### src/rtl/div_pkg.sv
// Shared types for the sequential divider: FSM state encoding and a result record.
package div_pkg;

    typedef enum logic [1:0] {
        IDLE = 2'd0,
        CALC = 2'd1,
        DONE = 2'd2
    } div_state_t;

    localparam int DIV_W_MAX = 64;

    typedef struct packed {
        logic [DIV_W_MAX-1:0] q;
        logic [DIV_W_MAX-1:0] r;
        logic                 exception;
    } div_result_t;

endpackage

### src/rtl/div_step.sv
// One combinational radix-2 restoring step: shift next dividend bit into the
// partial remainder, trial-subtract the divisor, and shift the quotient bit in.
module div_step #(
    parameter int N = 16
) (
    input  logic [N-1:0] rem_in,
    input  logic [N-1:0] dvd_in,
    input  logic [N-1:0] dsr,
    output logic [N-1:0] rem_out,
    output logic [N-1:0] dvd_out,
    output logic         qbit
);

    logic [N:0]   rem_sh;
    logic [N-1:0] diff;

    always_comb begin
        rem_sh  = {rem_in, dvd_in[N-1]};
        qbit    = (rem_sh >= {1'b0, dsr});
        // When the subtract is taken the result is below dsr, so N bits hold it exactly.
        diff    = rem_sh[N-1:0] - dsr;
        rem_out = qbit ? diff : rem_sh[N-1:0];
        dvd_out = {dvd_in[N-2:0], qbit};
    end

endmodule

### src/rtl/seq_divider.sv
// Multi-cycle radix-2 restoring divider with quotient, remainder and divide-by-zero flag.
// Optional signed operation is compiled in when DIV_SIGNED_EN is defined.
module seq_divider
    import div_pkg::*;
#(
    parameter int N = 16
) (
    input  logic         clk,
    input  logic         rst,
    input  logic         req,
    input  logic         signed_mode,
    input  logic [N-1:0] dividend,
    input  logic [N-1:0] divisor,
    output logic         busy,
    output logic         ready,
    output logic [N-1:0] Q,
    output logic [N-1:0] R,
    output logic         exception
);

    localparam int CNT_W = $clog2(N) + 1;

    div_state_t       state_q, state_d;
    logic [CNT_W-1:0] cnt_q, cnt_d;
    logic [N-1:0]     dvd_q, dvd_d;
    logic [N-1:0]     dsr_q, dsr_d;
    logic [N-1:0]     rem_q, rem_d;
    logic [N-1:0]     quo_q, quo_d;
    logic [N-1:0]     res_r_q, res_r_d;
    logic             busy_q, busy_d;
    logic             ready_q, ready_d;
    logic             exc_q, exc_d;
    logic             zero_q, zero_d;

    logic [N-1:0]     step_rem;
    logic [N-1:0]     step_dvd;
    logic             step_qbit_unused;

    logic             a_neg;
    logic             b_neg;

`ifdef DIV_SIGNED_EN
    logic             qneg_q, qneg_d;
    logic             rneg_q, rneg_d;

    assign a_neg = signed_mode & dividend[N-1];
    assign b_neg = signed_mode & divisor[N-1];
`else
    logic             signed_mode_unused;

    assign signed_mode_unused = signed_mode;
    assign a_neg = 1'b0;
    assign b_neg = 1'b0;
`endif

    div_step #(.N(N)) u_step (
        .rem_in  (rem_q),
        .dvd_in  (dvd_q),
        .dsr     (dsr_q),
        .rem_out (step_rem),
        .dvd_out (step_dvd),
        .qbit    (step_qbit_unused)
    );

    always_comb begin
        state_d = state_q;
        cnt_d   = cnt_q;
        dvd_d   = dvd_q;
        dsr_d   = dsr_q;
        rem_d   = rem_q;
        quo_d   = quo_q;
        res_r_d = res_r_q;
        busy_d  = busy_q;
        ready_d = 1'b0;
        exc_d   = exc_q;
        zero_d  = zero_q;
`ifdef DIV_SIGNED_EN
        qneg_d  = qneg_q;
        rneg_d  = rneg_q;
`endif

        case (state_q)
            IDLE: begin
                busy_d = 1'b0;
                if (req) begin
                    busy_d = 1'b1;
                    exc_d  = 1'b0;
                    rem_d  = '0;
                    cnt_d  = CNT_W'(N - 1);
                    dsr_d  = b_neg ? -divisor : divisor;
                    zero_d = (divisor == '0);
`ifdef DIV_SIGNED_EN
                    qneg_d = a_neg ^ b_neg;
                    rneg_d = a_neg;
`endif
                    if (divisor == '0) begin
                        // Raw dividend is kept so it can be returned untouched as R.
                        dvd_d   = dividend;
                        state_d = DONE;
                    end else begin
                        dvd_d   = a_neg ? -dividend : dividend;
                        state_d = CALC;
                    end
                end
            end
            CALC: begin
                rem_d = step_rem;
                dvd_d = step_dvd;
                if (cnt_q == '0) begin
                    state_d = DONE;
                end else begin
                    cnt_d = cnt_q - 1'b1;
                end
            end
            DONE: begin
                ready_d = 1'b1;
                exc_d   = zero_q;
                state_d = IDLE;
                if (zero_q) begin
                    quo_d   = '1;
                    res_r_d = dvd_q;
                end else begin
`ifdef DIV_SIGNED_EN
                    quo_d   = qneg_q ? -dvd_q : dvd_q;
                    res_r_d = rneg_q ? -rem_q : rem_q;
`else
                    quo_d   = dvd_q;
                    res_r_d = rem_q;
`endif
                end
            end
            default: begin
                state_d = IDLE;
            end
        endcase
    end

    always_ff @(posedge clk) begin
        if (rst) begin
            state_q <= IDLE;
            cnt_q   <= '0;
            busy_q  <= 1'b0;
            ready_q <= 1'b0;
            exc_q   <= 1'b0;
            quo_q   <= '0;
            res_r_q <= '0;
        end else begin
            state_q <= state_d;
            cnt_q   <= cnt_d;
            busy_q  <= busy_d;
            ready_q <= ready_d;
            exc_q   <= exc_d;
            quo_q   <= quo_d;
            res_r_q <= res_r_d;
        end
        dvd_q  <= dvd_d;
        dsr_q  <= dsr_d;
        rem_q  <= rem_d;
        zero_q <= zero_d;
`ifdef DIV_SIGNED_EN
        qneg_q <= qneg_d;
        rneg_q <= rneg_d;
`endif
    end

    assign busy      = busy_q;
    assign ready     = ready_q;
    assign Q         = quo_q;
    assign R         = res_r_q;
    assign exception = exc_q;

endmodule

### config.mk
export PLATFORM = sky130hd
export DESIGN_NAME = seq_divider
export DESIGN_NICKNAME = d
export VERILOG_FILES = /design/src/rtl/div_pkg.sv /design/src/rtl/div_step.sv /design/src/rtl/seq_divider.sv
export SDC_FILE = /design/constraint.sdc
export NUM_CORES = 1
export LEC_CHECK = 0
export ABC_AREA = 1
export CORE_MARGIN = 4
export CORE_UTILIZATION = 40
export DETAILED_ROUTE_END_ITERATION = 8
export GPL_TIMING_DRIVEN = 0
export PLACE_DENSITY_LB_ADDON = 0.05
export REMOVE_ABC_BUFFERS = 1
export SETUP_SLACK_MARGIN = 0.3
export SLEW_MARGIN = 5
export SYNTH_ARGS = -nofsm -noshare
export SYNTH_HDL_FRONTEND = slang
export SYNTH_HIERARCHICAL = 1
export SYNTH_SLANG_ARGS = --single-unit
### constraint.sdc
create_clock -name clk -period 2.54 [get_ports clk]
set_input_delay 0.381 -clock clk [delete_from_list [all_inputs] [get_ports clk]]
set_output_delay 0.381 -clock clk [all_outputs]
set_load 0.005 [all_outputs]
==> flow_metrics.env <==
export IMPL_overflow=0
export IMPL_rsz0062_at_grt="true"
export IMPL_num_vias=4384
export IMPL_die_area_mm2=0.0147
export IMPL_setup_viol=0
export IMPL_vias_per_cell=4.81
export IMPL_p_leak_nw=2.91
export IMPL_cts_sinks=91
export IMPL_synth_cell_area_mm2=0.00511
export IMPL_period_share=0.856
export IMPL_grt_usage=0.181
export IMPL_critPathArrivalTime_ns=2.37
export IMPL_synth_area_top_cells="edfxtp_1 (29%), dfxtp_1 (16%), nand2_1 (15%)"
export IMPL_fmax_mhz=460
export IMPL_start_util=0.407
export IMPL_required_ns=2.74
export IMPL_ys_seq_area_frac=0.452
export IMPL_syn_to_final_growth_pct=29.2
export IMPL_hold_violations=0
export IMPL_finalClockSkew_ns=0.00838
export IMPL_clk_pin_slew_ns=0.07
export IMPL_detail_route_antenna_nets=0
export IMPL_cp_cell_sequence="ha_4 -> nand2_4 -> inv_4 -> nand2_4 -> nor4_4 -> nand2_8 -> nand2_8 -> buf_8 -> nand2_2 -> nand2_1 -> inv_1 -> nor2_1"
export IMPL_slew_headroom=0.337
export IMPL_cts_root_buf="clkbuf_16"
export IMPL_htreeDepth=3
export IMPL_tightestPinTransition_ns=0.992
export IMPL_synth_cell_type_count=33
export IMPL_synth_top_area_share=0.288
export IMPL_cts_hold_buf=0
export IMPL_dpl_cell_count=864
export IMPL_grt_max_degree=35
export IMPL_hold_class="flip-flop to flip-flop"
export IMPL_cts_tree="yes"
export IMPL_core_area_mm2=0.0126
export IMPL_first_global_vias=4276
export IMPL_antenna_found_initial=0
export IMPL_fin_util=0.525
export IMPL_path_delay_family="simple AND/OR/NAND/NOR gates"
export IMPL_crit_buf_inv=3
export IMPL_fp_dieW_um=121
export IMPL_power_mw=4.90
export IMPL_synth_avg_cell_area_um2=7.72
export IMPL_grt_pass1_wl_um=21000
export IMPL_nNetsFinal=789
export IMPL_drtIter0Drc=292
export IMPL_status="finished, final reports clean"
export IMPL_cp_max_fo=8
export IMPL_ys_ff_latch=91
export IMPL_fillers=1247
export IMPL_ios=71
export IMPL_fin_cells=912
export IMPL_path_class="flip-flop to flip-flop"
export IMPL_drv_slew=0
export IMPL_diodes=0
export IMPL_ir_worst_vdd_uv=363
export IMPL_clockBufferDepth=2
export IMPL_layout_min_cycle_time_ns=2.18
export IMPL_max_cap_viol_count=0
export IMPL_clk_latency_ns=0.35
export IMPL_rows=41
export IMPL_power_density_mw_per_mm2=743
export IMPL_cp_slowest_cell="edfxtp_1"
export IMPL_die_h_um=121
export IMPL_yosys_warnings=6
export IMPL_io_buffers=69
export IMPL_drc=0
export IMPL_cts_buffers=9
export IMPL_drt_pass1_iter_count=5
export IMPL_tns_ns=0
export IMPL_crit_path_start_kind="flip-flop"
export IMPL_hpwl_um=8840
export IMPL_critPathMaxStageDelay_ns=0.49
export IMPL_syn_inst=662
export IMPL_finalWirelength_um=13300
export IMPL_wl_per_cell_um=14.6
export IMPL_yosysTopAreaCell="edfxtp_1"
export IMPL_place_gp_congestion=0.905
export IMPL_end_kind="flip-flop"
export IMPL_layout_drive_gt1_share=0.150
[metrics by stage]
step,cell area (µm²),setup WS (ns),hold WS (ns)
finish,6600,0.365,0.465
global route,6600,0.239,0.483
CTS,6100,0.311,0.467
detailed placement,5770,-0.866,0.456
global placement,5760,-1.25,0.450
floorplan,4860,-0.0297,0.441
[cells by family after synthesis]
kind of cell,count (synthesis),share of synthesized area
AND/OR/NAND/NOR,312,0.269
flip-flops,91,0.452
AO/OA/AOI/OAI,102,0.103
adder cells (fa/ha/maj),18,0.0455
XOR/XNOR,7,0.0120
buffers and inverters,132,0.118
[area by class of cell]
| cell class | instances | area, µm² | area share |
|---|---|---|---|
| clock buffers | 12 | 258 | 0.0390 |
| multi-input cells | 439 | 2440 | 0.369 |
| inverters | 93 | 359 | 0.0544 |
| clock inverters | 4 | 31.3 | 0.00474 |
| flip-flops and latches | 91 | 2310 | 0.350 |
| well taps | 172 | 215 | 0.0326 |
| repair buffers | 100 | 980 | 0.148 |
| repair inverters | 1 | 7.51 | 0.00114 |
[what timing repair did]
action,CTS,global route
pin swaps,1,29
cloned,1,0
setup endpoints to repair,64,54
gates resized for setup,4,50
setup buffers,3,28
[cell usage in the layout, fill, tap and decap left out, types with 2 or more instances in the layout]
cell type        count
xor2_1               5
xnor2_1              2
buf_6                5
nand3_2              6
ha_4                13
inv_1               86
inv_6                2
clkbuf_1             2
inv_2                4
nand3_1             34
edfxtp_1            49
nand2_8              2
nor2_2               4
ha_1                 3
dfxtp_1             42
nand4_1              4
buf_4               22
nor3_1               3
inv_4                2
nor2_4               2
nand2_2             19
o21a_1               2
clkinvlp_4           4
o21ai_1              2
clkbuf_16           10
a21oi_1             65
nor2_1              38
nand2_4              4
buf_8                3
clkdlybuf4s50_1     68
nand2_1            191
o21ai_0             31
[power by group]
group          internal (mW)  switching [mW]
clock network          0.732           0.596
registers               1.75           0.149
logic                  0.728           0.944
[worst min-delay path, delay by kind of cell, from the launching register on]
kind / cells / cell delay, ns
AO/OA/AOI/OAI: 1 / 0.05
flip-flops: 1 / 0.31
AND/OR/NAND/NOR: 1 / 0.06
[final timing paths]
| check | from | to | slack (ns) | cells past startpoint |
|---|---|---|---|---|
| min reg2reg | Q[5] | Q[5] | 0.47 | 2 |
| min | Q[5] | Q[5] | 0.47 | 2 |
| max | rem_q[9] | rem_q[11] | 0.36 | 12 |
| max reg2reg | rem_q[9] | rem_q[11] | 0.36 | 12 |
[flip-flops by register name, summed over array words and instances (netlist names)]
register	cells
state_q	2
dvd_q	16
dsr_q	16
busy	1
Q	16
R	16
exception	1
zero_q	1
cnt_q	5
rem_q	16
ready	1
[metal layers]
layer	wire length (µm)	part of all wire	GRT usage	up-vias
li1	-	-	-	2236
met3	443	0.033	0.0298	18
met4	232	0.017	0.0666	0
met5	0	0	0	-
met1	6350	0.48	0.245	2038
met2	6260	0.47	0.291	92
[synth_stat cells, drive strengths merged]
| library cell | count |
|---|---|
| a21oi | 66 |
| and2 | 1 |
| and3 | 1 |
| buf | 32 |
| clkbuf | 7 |
| dfxtp | 42 |
| edfxtp | 49 |
| fa | 1 |
| ha | 17 |
| inv | 93 |
| nand2 | 216 |
| nand3 | 40 |
| nand4 | 4 |
| nor2 | 45 |
| nor3 | 3 |
| nor4 | 1 |
| o21a | 2 |
| o21ai | 34 |
| or2 | 1 |
| xnor2 | 2 |
| xor2 | 5 |
(Power assumes the default switching activity.)
